--- src/rtl/rr_mux_arbiter_8_if.sv ---
// Handshake bundle between the eight requesters/mux datapath and the round-robin arbiter.
// The master modport is the arbiter side; the slave modport is the requester/sink side.
interface rr_mux_arbiter_8_if;
  logic [7:0] req;
  logic [7:0] din;
  logic [7:0] gnt;
  logic [2:0] sel;
  logic       dout;
  logic       dout_valid;
  logic       busy;

  modport master (
    input  req,
    input  din,
    output gnt,
    output sel,
    output dout,
    output dout_valid,
    output busy
  );

  modport slave (
    output req,
    output din,
    input  gnt,
    input  sel,
    input  dout,
    input  dout_valid,
    input  busy
  );
endinterface

--- src/rtl/rr_mux_arbiter_8.sv ---
// Round-robin arbiter for an 8:1 single-bit mux: grants one requester at a time,
// limits each grant to MAX_HOLD cycles and registers the selected data bit with a valid flag.
module rr_mux_arbiter_8 #(
  parameter int unsigned MAX_HOLD = 4
) (
  input  logic                   clk,
  input  logic                   rst_n,
  rr_mux_arbiter_8_if.master     bus
);

  typedef enum logic [0:0] {
    IDLE  = 1'b0,
    GRANT = 1'b1
  } state_t;

  localparam logic [3:0] MAX_HOLD_C = 4'(MAX_HOLD);

  state_t     state_q, state_d;
  logic [2:0] ptr_q, ptr_d;
  logic [3:0] hold_q, hold_d;
  logic [7:0] gnt_q, gnt_d;
  logic [2:0] sel_q, sel_d;
  logic       dout_q;
  logic       dout_valid_q;
  logic       busy_q;

  logic [7:0] others_s;
  logic [3:0] win_s;
  logic [3:0] win_oth_s;
  logic       release_s;

  // Returns {found, index} of the first set bit scanning start, start+1, ... mod 8.
  function automatic logic [3:0] find_winner(input logic [7:0] req_v, input logic [2:0] start);
    logic [3:0] res;
    logic [2:0] idx;
    res = 4'b0000;
    for (int i = 7; i >= 0; i--) begin
      idx = start + 3'(i);
      if (req_v[idx]) begin
        res = {1'b1, idx};
      end else begin
        res = res;
      end
    end
    return res;
  endfunction

  function automatic logic [7:0] onehot(input logic [2:0] idx);
    return 8'(8'h01 << idx);
  endfunction

  // Next-state logic: winner search, hold counting and grant hand-over.
  always_comb begin
    state_d   = state_q;
    ptr_d     = ptr_q;
    hold_d    = hold_q;
    gnt_d     = gnt_q;
    sel_d     = sel_q;
    others_s  = bus.req & ~onehot(sel_q);
    win_s     = find_winner(bus.req, ptr_q);
    win_oth_s = find_winner(others_s, ptr_q);
    release_s = ~bus.req[sel_q] | (hold_q == MAX_HOLD_C);

    case (state_q)
      IDLE: begin
        if (win_s[3]) begin
          state_d = GRANT;
          gnt_d   = onehot(win_s[2:0]);
          sel_d   = win_s[2:0];
          hold_d  = 4'd1;
          ptr_d   = win_s[2:0] + 3'd1;
        end else begin
          gnt_d   = 8'h00;
        end
      end
      GRANT: begin
        if (!release_s) begin
          hold_d = hold_q + 4'd1;
        end else if (win_oth_s[3]) begin
          gnt_d  = onehot(win_oth_s[2:0]);
          sel_d  = win_oth_s[2:0];
          hold_d = 4'd1;
          ptr_d  = win_oth_s[2:0] + 3'd1;
        end else if (bus.req[sel_q]) begin
          // Sole requester hit the hold limit: re-grant it; ptr already points past it.
          hold_d = 4'd1;
        end else begin
          state_d = IDLE;
          gnt_d   = 8'h00;
          hold_d  = 4'd0;
        end
      end
      default: begin
        state_d = IDLE;
        gnt_d   = 8'h00;
        hold_d  = 4'd0;
      end
    endcase
  end

  // Arbiter state and registered grant/select.
  always_ff @(posedge clk or negedge rst_n) begin
    if (!rst_n) begin
      state_q <= IDLE;
      ptr_q   <= 3'd0;
      hold_q  <= 4'd0;
      gnt_q   <= 8'h00;
      sel_q   <= 3'd0;
      busy_q  <= 1'b0;
    end else begin
      state_q <= state_d;
      ptr_q   <= ptr_d;
      hold_q  <= hold_d;
      gnt_q   <= gnt_d;
      sel_q   <= sel_d;
      busy_q  <= |gnt_d;
    end
  end

  // Registered mux output; valid only while the selected source is granted and still requesting.
  always_ff @(posedge clk or negedge rst_n) begin
    if (!rst_n) begin
      dout_q       <= 1'b0;
      dout_valid_q <= 1'b0;
    end else begin
      dout_q       <= bus.din[sel_q];
      dout_valid_q <= (state_q == GRANT) & bus.req[sel_q];
    end
  end

  assign bus.gnt        = gnt_q;
  assign bus.sel        = sel_q;
  assign bus.dout       = dout_q;
  assign bus.dout_valid = dout_valid_q;
  assign bus.busy       = busy_q;

endmodule

--- src/flat_wrapper.sv ---
// flat-port wrapper written by rule: the top's interface ports become plain ports
module rr_mux_arbiter_8_flat 
#(
  parameter int unsigned MAX_HOLD = 4
)
  (clk, rst_n, bus_req, bus_din, bus_gnt, bus_sel, bus_dout, bus_dout_valid, bus_busy);
  rr_mux_arbiter_8_if bus_i ();
  input  logic clk;
  input  logic rst_n;
  input wire logic [$bits(bus_i.req)-1:0] bus_req;
  input wire logic [$bits(bus_i.din)-1:0] bus_din;
  output wire logic [$bits(bus_i.gnt)-1:0] bus_gnt;
  output wire logic [$bits(bus_i.sel)-1:0] bus_sel;
  output wire logic [$bits(bus_i.dout)-1:0] bus_dout;
  output wire logic [$bits(bus_i.dout_valid)-1:0] bus_dout_valid;
  output wire logic [$bits(bus_i.busy)-1:0] bus_busy;
  assign bus_i.req = bus_req;
  assign bus_i.din = bus_din;
  assign bus_gnt = bus_i.gnt;
  assign bus_sel = bus_i.sel;
  assign bus_dout = bus_i.dout;
  assign bus_dout_valid = bus_i.dout_valid;
  assign bus_busy = bus_i.busy;
  rr_mux_arbiter_8 #(.MAX_HOLD(MAX_HOLD)) u_core (.clk(clk), .rst_n(rst_n), .bus(bus_i));
endmodule
--- config.mk ---
export PLATFORM = sky130hd
export DESIGN_NAME = rr_mux_arbiter_8_flat
export DESIGN_NICKNAME = d
export VERILOG_FILES = /design/src/rtl/rr_mux_arbiter_8_if.sv /design/src/rtl/rr_mux_arbiter_8.sv /design/src/flat_wrapper.sv
export SDC_FILE = /design/constraint.sdc
export NUM_CORES = 1
export LEC_CHECK = 0
export BUFFER_PORTS_ARGS = -buffer_cell sky130_fd_sc_hd__buf_2
export CAP_MARGIN = 20
export CORE_ASPECT_RATIO = 1.5
export CORE_MARGIN = 2
export CORE_UTILIZATION = 65
export CTS_BUF_LIST = sky130_fd_sc_hd__clkbuf_4 sky130_fd_sc_hd__clkbuf_8
export DETAILED_ROUTE_END_ITERATION = 10
export PLACE_DENSITY = 0.95
export SLEW_MARGIN = 20
export SYNTH_ARGS = -nofsm -noshare
export SYNTH_HDL_FRONTEND = slang
export SYNTH_SLANG_ARGS = --single-unit
export TNS_END_PERCENT = 10
--- constraint.sdc ---
create_clock -name clk -period 5.8 [get_ports clk]
set_input_delay 0.29 -clock clk [delete_from_list [all_inputs] [get_ports clk]]
set_output_delay 0.29 -clock clk [all_outputs]
set_load 0.01 [all_outputs]
# --- Yosys cells after proc, flatten, opt, wreduce, memory -nomap -nowiden ---
# Index checks and enable logic that the tools add are counted.
totals:
  ff_bits: 22
  in_bits: 18
  out_inout_bits: 14
  elab_cells: 117
classes:
  add_sub_neg: 10
  magnitude_cmp: 9
  eq_ne: 4
  shift: 3
  mux: 75
  bitwise: 6
  reduce_logical: 2
op_table:
  columns: ["operator", "count"]
  rows:
  - ["4-bit 2-to-1 mux", 19]
  - ["1-bit binary-select mux with 3-bit select", 18]
  - ["3-bit by 4-bit less-than comparator with 1-bit output, second input constant", 9]
  - ["8-bit 2-to-1 mux", 4]
  - ["1-bit by 3-bit left shift with 8-bit output, first input constant", 3]
  - ["1-bit 2-to-1 mux", 23]
  - ["3-bit 2-to-1 mux", 6]
  - ["8-bit one-hot mux with 2 select lines", 1]
  - ["3-bit adder, second input constant", 4]
  - ["3-bit one-hot mux with 2 select lines", 2]
  - ["3-bit by 1-bit adder with 3-bit output, second input constant", 3]
  - ["8-bit AND", 1]
  - ["8-bit inverter", 1]
  - ["4-bit one-hot mux with 2 select lines", 1]
  - ["8-bit OR reduction", 1]
  - ["3-bit by 2-bit adder with 3-bit output, second input constant", 2]
  - ["4-bit by 1-bit adder with 4-bit output, second input constant", 1]
  - ["4-bit by 3-bit equality test with 1-bit output, second input constant", 1]
  - ["2-bit inequality test, second input constant", 2]
  - ["3-bit AND reduction", 1]
  - ["2-bit by 1-bit inequality test with 1-bit output, second input constant", 1]
  - ["1-bit inverter", 2]
  - ["1-bit one-hot mux with 2 select lines", 1]
  - ["1-bit AND", 1]
  - ["1-bit bitwise OR", 1]

# --- Longest topological paths before layout ---
# Gate-level depths: netlist (run 1).
depth:
  ltp_word: 18
  ltp_mapped: 17
  mapped_depth_nobuf: 13

# --- Least setup slack after synthesis (run 1) ---
# Ideal clock, no wire load.
synth_timing:
  kind: "register to register"
  from: "reg u_core.ptr_q[0]"
  to: "reg u_core.busy_q, in the netlist u_core.bus.busy"
  setup_time_ps: 138
  arrival_ps: 3605
  required_ps: 5662
  setup_slack_ps: 2057
  path_stages_with_launch: 16
  path_cell_list: "dfrtp_1 > buf_6 > buf_12 > inv_1 > clkbuf_1 > ha_1 > buf_2 > xor2_1 > nand2_1 > o22a_1 > a21o_1 > a311oi_2 > o32ai_4 > nor4b_1 > a32oi_1 > or4b_1"
synth_via:
  elab_chain_len: 16
synth_rtl:
  columns: ["element", "line", "source"]
  rows:
  - ["from (decl)", "rr_mux_arbiter_8.sv:19", "logic [2:0] ptr_q, ptr_d;"]
  - ["from (signal assigned)", "rr_mux_arbiter_8.sv:112", "ptr_q <= ptr_d;"]
  - ["3-bit adder", "rr_mux_arbiter_8.sv:38", "idx = start + 3'(i);"]
  - ["1-bit binary-select mux with 3-bit select", "rr_mux_arbiter_8.sv:39", "if (req_v[idx]) begin"]
  - ["1-bit 2-to-1 mux (not written as such)", "rr_mux_arbiter_8.sv:39", null]
  - ["4-bit 2-to-1 mux (8 in series)", "rr_mux_arbiter_8.sv:39", null]
  - ["1-bit by 3-bit left shift with 8-bit output", "rr_mux_arbiter_8.sv:49", "return 8'(8'h01 << idx);"]
  - ["8-bit 2-to-1 mux", "rr_mux_arbiter_8.sv:79", "end else if (win_oth_s[3]) begin"]
  - ["8-bit 2-to-1 mux", "rr_mux_arbiter_8.sv:77", "if (!release_s) begin"]
  - ["8-bit one-hot mux with 2 select lines *", "rr_mux_arbiter_8.sv:64", "case (state_q)"]
  - ["8-bit OR reduction *", "rr_mux_arbiter_8.sv:116", "busy_q <= |gnt_d;"]
  - ["to (signal assigned)", "rr_mux_arbiter_8.sv:116", null]
  - ["to (decl)", "rr_mux_arbiter_8.sv:25", "logic busy_q;"]
# Every way passes the cells marked *; elsewhere a longest branch is shown, timed or not. The select of a mux whose other input is x is not followed.
# A chain may end at the register's enable or synchronous reset.

# --- Worst setup path in the final report (run 1) ---
layout_timing:
  from: "reg u_core.ptr_q[1]"
  to: "reg u_core.busy_q, in the netlist u_core.bus.busy"
# Same word-level chain as after synthesis.

==> results of run 1 <==
kinds of logic (layout without fill, tap and decap cells):
kind of cell / after synthesis / after routing
DFF: 22 / 22
adders and majority gates: 5 / 5
xor gates and xnor gates: 7 / 7
muxes: 42 / 42
and+or+nand+nor: 129 / 129
buffers and inverters: 37 / 50
AOI/OAI and AO/OA: 130 / 130
synth_stat cells, types with 6 or more instances:
cell / instances / area (um2)
dfrtp_1: 22 / 551
mux4_2: 12 / 270
and2_1: 6 / 37.5
mux2i_1: 25 / 250
o21ai_0: 17 / 85.1
o22a_1: 11 / 96.3
a21oi_1: 14 / 70.1
a22oi_1: 8 / 60.1
nor2_1: 27 / 101
nand2_1: 34 / 128
a21o_1: 6 / 45.0
inv_1: 9 / 33.8
clkbuf_1: 8 / 30.0
nand3_1: 6 / 30.0
nor3_1: 8 / 40.0
nor2b_1: 6 / 37.5
nand2b_1: 13 / 81.3
o22ai_1: 10 / 62.6
metal layers:
layer	up-vias	track usage [%]	share of wire (%)
li1	1482	-	-
met3	55	3.15	5.6
met5	-	0	0
met1	1615	41.9	36
met4	0	19.0	5.9
met2	187	62.3	53
stage by stage:
| step | setup slack [ps] | instance area [um2] | std cells | hold slack (ps) |
|---|---|---|---|---|
| 6_report | 1330 | 3390 | 451 | 460 |
| 5_1_grt | 1000 | 3390 | 451 | 492 |
| 4_1_cts | 1460 | 3390 | 451 | 467 |
| 3_5_place_dp | 1440 | 3330 | 446 | 272 |
| 3_3_place_gp | 1610 | 3330 | 446 | 267 |
| 2_1_floorplan | 2060 | 3250 | 372 | -5.59 |
critical path: stages, from the launching register on:
cell	delay (ps)
dfrtp_1	390
inv_1	430
ha_1	790
clkinv_1	500
nand2_1	160
a2bb2oi_1	360
and2_1	230
nor4b_1	540
or2_2	250
o21a_1	160
nand4_1	100
or4b_1	460
area by class of cell:
cell class / count / area [um2]
multi-input combinational: 313 / 2470
fill: 406 / 1420
sequential: 22 / 551
timing repair buffer: 35 / 188
tap: 66 / 82.6
clock buffer: 4 / 55.1
inverter: 11 / 41.3
state kept, by name, indices dropped and copies added, names as in the netlist:
register / cells
u_core.ptr_q: 3
u_core.state_q: 1
u_core.bus.sel: 3
u_core.bus.busy: 1
u_core.bus.gnt: 8
u_core.bus.dout_valid: 1
u_core.bus.dout: 1
u_core.hold_q: 4
timing repair:
action,4_1_cts,5_1_grt
hold endpoints to repair,22,0
resized for setup,0,0
endpoints found under the setup margin,0,0
hold buffers,1,0
path summary, 6_finish.rpt:
| check | end | depth (start not counted) | slack [ps] |
|---|---|---|---|
| setup reg to reg | u_core.bus.busy$_DFF_PN0_ | 11 | 1330 |
| min in group asynchronous | u_core.bus.gnt[5]$_DFF_PN0_ | 2 | 510 |
| setup / recovery | u_core.bus.busy$_DFF_PN0_ | 11 | 1330 |
| max in group asynchronous | u_core.hold_q[1]$_DFFE_PN0P_ | 2 | 4950 |
| hold / removal | u_core.bus.dout$_DFF_PN0_ | 3 | 460 |
| hold reg to reg | u_core.hold_q[3]$_DFFE_PN0P_ | 1 | 510 |
placed cells by master, fill, tap and decap left out, types with 3 or more instances in the layout:
cell type / n
nor2_1: 27
o22ai_1: 10
nand2_1: 34
clkbuf_8: 4
ha_1: 5
o21a_1: 3
o31ai_1: 3
buf_2: 31
a21o_1: 6
nor3_1: 8
nor2b_1: 6
o21ai_0: 17
inv_1: 9
nand2b_1: 13
dfrtp_1: 22
a32oi_1: 3
nand3_1: 6
a22o_1: 3
a2bb2oi_1: 3
a31oi_1: 3
o211ai_1: 5
a21oi_1: 14
xor2_1: 4
a22oi_1: 8
a21boi_0: 3
xnor2_1: 3
buf_4: 3
mux4_1: 3
nor3b_2: 3
mux2i_1: 25
and2_1: 6
o22a_1: 11
mux4_2: 12
==> impl_metrics.env, run 1 <==
export IMPL_fp_coreArea_um2=4810
export IMPL_start_util_pct=67.6
export IMPL_synth_ff_type="dfrtp_1"
export IMPL_htree_levels=1
export IMPL_grt_pass1_wl_um=15600
export IMPL_ys_ff_latch=22
export IMPL_fin_setup_tns_ps=0
export IMPL_timing_rr_start="u_core.ptr_q[1]$_DFFE_PN0P_"
export IMPL_ys_warn_count=0
export IMPL_synth_top_family_by_area="compound AO/OA/AOI/OAI gates"
export IMPL_synthXorXnorAreaFrac_pct=1.88
export IMPL_period_share_pct=77.1
export IMPL_crit_arrival_ps=4620
export IMPL_synth_cell_types=89
export IMPL_clkTransAtPathRegs_ps=80
export IMPL_start_kind="flop"
export IMPL_syn_avg_cell_area_um2=8.74
export IMPL_die_w_um=61.8
export IMPL_die_y_um=90.6
export IMPL_vias_per_cell=7.40
export IMPL_worstHoldStart="bus_din[4]"
export IMPL_grt_overflow_total=0
export IMPL_syn2layout_area_growth_pct=4.27
export IMPL_fin_skew_ps=6.79
export IMPL_seq_area_frac_synth_pct=16.9
export IMPL_row_count=31
export IMPL_ant_nets=0
export IMPL_antenna_cells=0
export IMPL_utilization_pct=70.5
export IMPL_tightest_slew_ps=987
export IMPL_drc=0
export IMPL_grt_usage_pct=36.1
export IMPL_grt_max_degree=37
export IMPL_critPathLaunch="u_core.ptr_q[1]$_DFFE_PN0P_"
export IMPL_synth_compound_area_share_pct=31.9
export IMPL_rsz0062_at_grt="no"
export IMPL_synth_simple_area_share_pct=21.2
export IMPL_clock_sinks=22
export IMPL_cts_buffers=3
export IMPL_cts_post_setup_buffers_inserted=0
export IMPL_status="finished clean"
export IMPL_synth_edf_count=0
export IMPL_wl_per_cell_um=20.9
export IMPL_drt_iter0_markers=367
export IMPL_async_flop_share_pct=100
export IMPL_hp_class="in2reg"
export IMPL_worstPathMaxFanout=23
export IMPL_finalWeightedCongestion=1.00
export IMPL_setup_violations=0
export IMPL_port_buffers=31
export IMPL_root_buffer="clkbuf_8"
export IMPL_relSlewSlack_pct=33.7
export IMPL_num_io_pins=32
export IMPL_end_kind="flop"
export IMPL_synth_mux_area_share_pct=19.1
export IMPL_hold_violations=0
export IMPL_dp_hpwl_um=7010
export IMPL_crit_type="reg2reg"
export IMPL_dieArea_um2=5600
export IMPL_drive_above_1_share_pct=20.5
export IMPL_fin_nets=409
export IMPL_syn_inst=372
export IMPL_crit_required_ps=5950
export IMPL_drv_cap=0
export IMPL_fmax_mhz=223
export IMPL_clock_path_buffers=2
export IMPL_grt_pass1_vias=3304
export IMPL_syn_cell_area_um2=3250
export IMPL_cts_tree="yes"
export IMPL_routed_wirelength_um=9410
export IMPL_first_pass_iters=6
export IMPL_syn_num_nets=395
export IMPL_synthAdderAreaFrac_pct=1.92
export IMPL_num_vias=3339
export IMPL_clk_latency_ps=270
export IMPL_antenna_found_initial=0
export IMPL_slew_violations=0
export IMPL_fin_crit_ps=4470
Power of run 1 is left out: the tool's default activity adds up to more than one toggle a clock period on the data nets, which glitch-free logic cannot reach.
==> run 2, diff against run 1 <==
- ABC_AREA: default -> 1
- CORE_UTILIZATION: 65 -> 55
- PLACE_DENSITY: 0.95 -> 0.91
- clock period: 5.8 -> 3.8 ns (I/O delays scaled with it)
==> impl_metrics.env, run 2 <==
export IMPL_status="finished clean"
export IMPL_fin_skew_ps=3.62
export IMPL_hold_violations=0
export IMPL_synthTopCellsByCount="nand2_1, nand3_1, inv_1"
export IMPL_largest_reg_flops=8
export IMPL_syn2layout_area_growth_pct=9.70
export IMPL_synth_cell_types=38
export IMPL_cts_post_setup_buffers_inserted=0
export IMPL_yosysMostFrequentCell="nand2_1"
export IMPL_synth_edf_count=0
export IMPL_die_w_um=59.6
export IMPL_clock_sinks=22
export IMPL_whs_ps=230
export IMPL_drive_above_1_share_pct=19.7
export IMPL_drv_cap=0
export IMPL_final_cell_mix="nand2_1, nand3_1, inv_1, buf_2, nor2_1"
export IMPL_fin_crit_ps=2990
export IMPL_htree_levels=1
export IMPL_start_util_pct=56.7
export IMPL_place_ws_ps=876
export IMPL_synth_top_cell_by_area="dfrtp_1"
export IMPL_root_buffer="clkbuf_8"
export IMPL_clk_latency_ps=270
export IMPL_multi_input_area_um2=1700
export IMPL_drt_iter0_markers=113
export IMPL_max_stage_delay_ps=390
export IMPL_setup_violations=0
export IMPL_async_flop_share_pct=100
export IMPL_grt_pass1_vias=2896
export IMPL_fin_ws_ps=808
export IMPL_routed_wirelength_um=7180
export IMPL_dp_hpwl_um=5830
export IMPL_cts_tree="yes"
export IMPL_grt_overflow_total=0
export IMPL_synth_ff_type="dfrtp_1"
export IMPL_vias_per_cell=5.68
export IMPL_synth_top_cell_area_share_pct=21.6
export IMPL_post_cts_resized=0
export IMPL_syn_avg_cell_area_um2=5.98
export IMPL_antenna_found_initial=0
export IMPL_clock_path_buffers=2
export IMPL_grt_usage_pct=30.4
export IMPL_crit_top_cell="nand2_1"
export IMPL_rsz0062_at_grt="no"
export IMPL_tightest_slew_ps=587
export IMPL_drc=0
export IMPL_num_io_pins=32
export IMPL_fmax_mhz=334
export IMPL_slew_violations=0
export IMPL_fp_coreArea_um2=4500
export IMPL_num_vias=2868
export IMPL_final_common_cell="nand2_1"
export IMPL_wl_per_cell_um=14.2
export IMPL_crit_arrival_ps=3140
export IMPL_antenna_cells=0
export IMPL_syn_inst=427
export IMPL_ys_ff_latch=22
export IMPL_cts_buffers=3
export IMPL_utilization_pct=62.2
export IMPL_die_y_um=87.5
export IMPL_first_pass_iters=4
export IMPL_grt_max_degree=24
export IMPL_cp_cell_sequence="inv_2, ha_1, inv_1, nand2_1, o21ai_1, nand2_1, nand2_1, inv_1, nand3_1, nand3_1, nand2_1, nand2_1, nand2_1, nand2_1, o21ai_1, o21ai_0, ha_1, nand2_1, o21ai_1"
export IMPL_cts_hold_buf=1
export IMPL_hp_class="in2reg"
export IMPL_worstPathMaxFanout=12
export IMPL_seq_area_um2=551
export IMPL_syn_cell_area_um2=2550
export IMPL_grt_pass1_wl_um=12200
export IMPL_seq_area_frac_synth_pct=21.6
export IMPL_relSlewSlack_pct=60.9
export IMPL_crit_required_ps=3950
export IMPL_crit_slowest_cell="dfrtp_1"
export IMPL_finalWeightedCongestion=1.02
export IMPL_ant_nets=0
export IMPL_period_share_pct=78.7
export IMPL_dieArea_um2=5220
export IMPL_row_count=30
export IMPL_port_buffers=31
export IMPL_ys_warn_count=0
export IMPL_clkTransAtPathRegs_ps=70
export IMPL_syn_num_nets=450
export IMPL_fill_cells=441
export IMPL_crit_type="reg2reg"
export IMPL_regToRegSetupSlack_ps=810
export IMPL_synth_top_cells_by_area="dfrtp_1, nand2_1, nand3_1, inv_1, a21oi_1"
export IMPL_fin_nets=481
export IMPL_fin_setup_tns_ps=0
export IMPL_start_kind="flop"
export IMPL_end_kind="flop"
==> run 2: changes by cell type in the layout (fill, tap and decap cells not counted), sizes merged, moves of 11 or more <==
cell,before,now
nand3,6,67
o22a,11,0
a21oi,15,32
nand2,34,148
mux4,15,0
inv,10,59
mux2i,25,2
o22ai,12,0
nand2b,13,0
==> run 2: cells by family after synthesis <==
group | synth area share, %
adder cells (fa/ha/maj) | 2.45
AO/OA/AOI/OAI | 16.1
XOR/XNOR | 2.01
AND/OR/NAND/NOR | 45.4
multiplexers | 0.784
flip-flops | 21.6
buffers and inverters | 11.7
==> run 2: layer usage <==
| metal | track usage [%] | up-vias | part of all wire [%] |
|---|---|---|---|
| li1 | - | 1438 | - |
| met4 | 16.8 | 0 | 3.6 |
| met3 | 1.63 | 27 | 2.9 |
| met2 | 58.4 | 101 | 55 |
| met1 | 31.1 | 1302 | 38 |
| met5 | 0 | - | 0 |
==> run 2: per-stage QoR <==
stage	cells	area [um2]
after floorplan	427	2550
after global placement	500	2740
after detailed placement	500	2740
after CTS	505	2800
after global routing	505	2800
final	505	2800
==> run 2: worst paths after layout <==
kind / cells after the start / end / startpoint
worst max register to register: 19 / u_core.ptr_q[1]$_DFFE_PN0P_ / u_core.ptr_q[0]$_DFFE_PN0P_
min in group asynchronous: 2 / u_core.bus.busy$_DFF_PN0_ / rst_n
worst min-delay path: 3 / u_core.bus.dout$_DFF_PN0_ / bus_din[4]
worst min register to register: 4 / u_core.bus.gnt[3]$_DFF_PN0_ / u_core.bus.gnt[3]$_DFF_PN0_
max in group asynchronous: 2 / u_core.bus.dout_valid$_DFF_PN0_ / rst_n
worst max-delay path: 19 / u_core.ptr_q[1]$_DFFE_PN0P_ / u_core.ptr_q[0]$_DFFE_PN0P_
==> run 2: area by class of cell <==
cell class | instances | area share, %
multi-input combinational | 333 | 60.8
sequential | 22 | 19.7
inverter | 61 | 8.17
timing repair buffer | 37 | 7.24
tap | 48 | 2.14
clock buffer | 4 | 1.97
==> run 2: critical path, delay by kind of cell, from the launching register on <==
family | cells | cell delay (ps)
simple gates | 10 | 820
fa+ha+maj | 2 | 620
compound gates | 4 | 530
buf+inv | 3 | 500
flops | 1 | 390
Power of run 2 is left out for the same reason.
==> run 3, diff against run 2 <==
- CORE_UTILIZATION: 55 -> 61
- PLACE_DENSITY: 0.91 -> 0.95
- clock period: 3.8 -> 2.9 ns (I/O delays scaled with it)
==> impl_metrics.env, run 3 (synthesis gave the netlist of run 2 again) <==
export IMPL_status="finished, violations left"
export IMPL_violations="design-rule violations"
export IMPL_clock_sinks=22
export IMPL_place_area_um2=2770
export IMPL_final_common_cell="nand2_1"
export IMPL_wl_met3_um=523
export IMPL_fin_crit_ps=2810
export IMPL_met1_length_um=2760
export IMPL_hold_violations=0
export IMPL_regToRegSetupSlack_ps=90
export IMPL_cp_top_family="simple AND/OR/NAND/NOR gates"
export IMPL_fin_area_um2=2940
export IMPL_htree_levels=1
export IMPL_end_kind="flop"
export IMPL_fp_coreArea_um2=3990
export IMPL_grt_pass1_wl_um=12400
export IMPL_multi_input_area_um2=1750
export IMPL_start_util_pct=63.9
export IMPL_clock_path_buffers=2
export IMPL_wl_per_cell_um=15.2
export IMPL_num_io_pins=32
export IMPL_crit_type="reg2reg"
export IMPL_finalWeightedCongestion=0.959
export IMPL_routed_wirelength_um=7760
export IMPL_dp_hpwl_um=5600
export IMPL_crit_required_ps=3060
export IMPL_dr_wl_met2_um=3960
export IMPL_crit_arrival_ps=2970
export IMPL_hp_class="in2reg"
export IMPL_slew_violations=0
export IMPL_critPathBufInv=3
export IMPL_drv_cap=0
export IMPL_vias_per_cell=6.08
export IMPL_utilization_pct=73.5
export IMPL_drc=1
export IMPL_placed_cells=502
export IMPL_cp_cell_sequence="inv_2, nand3_1, nand3_1, nand3_1, nand3_1, nand2_1, inv_2, nand2_1, nand2_1, nand2_1, nand2_1, nand2_1, nand2_1, nand2_2, nand2_4, inv_2, o21ai_1, ha_2, nand2_1, o21ai_1"
export IMPL_grt_usage_pct=31.5
export IMPL_die_w_um=56.8
export IMPL_rsz0062_at_grt="yes"
export IMPL_fin_nets=489
export IMPL_cts_buffers=3
export IMPL_setup_violations=0
export IMPL_drt_iter0_markers=318
export IMPL_start_kind="flop"
export IMPL_worstPathMaxFanout=9
export IMPL_drive_above_1_share_pct=24.5
export IMPL_first_pass_iters=8
export IMPL_port_buffers=31
export IMPL_largest_reg_flops=8
export IMPL_antenna_found_initial=0
export IMPL_grt_pass1_vias=2961
export IMPL_relSlewSlack_pct=58.6
export IMPL_max_stage_delay_ps=500
export IMPL_fin_cells=510
export IMPL_ant_nets=0
export IMPL_tightest_slew_ps=620
export IMPL_root_buffer="clkbuf_8"
export IMPL_crit_top_cell="nand2_1"
export IMPL_antenna_cells=0
export IMPL_fin_skew_ps=2.33
export IMPL_fin_setup_tns_ps=0
export IMPL_fill_cells=322
export IMPL_grt_max_degree=23
export IMPL_top_layer_used="met4"
export IMPL_final_cell_mix="nand2_1, nand3_1, inv_1, buf_2, nor2_1"
export IMPL_clk_latency_ps=270
export IMPL_dieArea_um2=4730
export IMPL_die_y_um=83.2
export IMPL_clkTransAtPathRegs_ps=80
export IMPL_seq_area_um2=554
export IMPL_row_count=28
export IMPL_crit_slowest_cell="dfrtp_2"
export IMPL_syn2layout_area_growth_pct=14.9
export IMPL_num_vias=3099
export IMPL_fmax_mhz=356
export IMPL_cts_tree="yes"
export IMPL_period_share_pct=97.0
export IMPL_grt_overflow_total=0
run 3: stage by stage:
| step | worst slack [ps] | hold WS [ps] |
|---|---|---|
| floorplan | 93.6 | -151 |
| global placement | 193 | 124 |
| detailed placement | 81.6 | 129 |
| CTS | 63.7 | 240 |
| global route | -120 | 267 |
| finish | 87.8 | 213 |
run 3: path summary, 6_finish.rpt:
| path | from | to | depth (start not counted) |
|---|---|---|---|
| min | bus_din[5] | u_core.bus.dout$_DFF_PN0_ | 3 |
| min reg2reg | u_core.hold_q[3]$_DFFE_PN0P_ | u_core.hold_q[3]$_DFFE_PN0P_ | 2 |
| max in group asynchronous | rst_n | u_core.ptr_q[2]$_DFFE_PN0P_ | 2 |
| max reg2reg | u_core.bus.sel[0]$_DFFE_PN0P_ | u_core.ptr_q[1]$_DFFE_PN0P_ | 20 |
| max | u_core.bus.sel[0]$_DFFE_PN0P_ | u_core.ptr_q[1]$_DFFE_PN0P_ | 20 |
| min in group asynchronous | rst_n | u_core.bus.busy$_DFF_PN0_ | 2 |
run 3: worst register-to-register path, delay by kind of cell (launching register included):
kind                       cells  cell delay [ps]
and+or+nand+nor               14             1310
DFF                            1              500
buffers and inverters          3              320
adders and majority gates      1              320
AOI/OAI and AO/OA              2              250
run 3: layout make-up:
cell class,instances,share of cell area (%)
clock buffers,3,1.41
repair buffers,45,9.34
flip-flops and latches,22,18.9
inverters,61,7.80
clock inverters,1,1.02
multi-input cells,333,59.6
well taps,45,1.92
run 3: repair_timing:
action / CTS / global route
setup buffers: 0 / 3
hold endpoints to repair: 22 / 0
gates resized for setup: 0 / 22
endpoints found under the setup margin: 0 / 7
hold buffers: 1 / 0
run 3: layer usage:
metal | global-route usage [%] | vias to the layer above
li1 | - | 1461
met1 | 34.7 | 1377
met2 | 59.7 | 201
met3 | 2.34 | 60
met4 | 13.1 | 0
met5 | 0 | -
Power of run 3 is left out for the same reason.
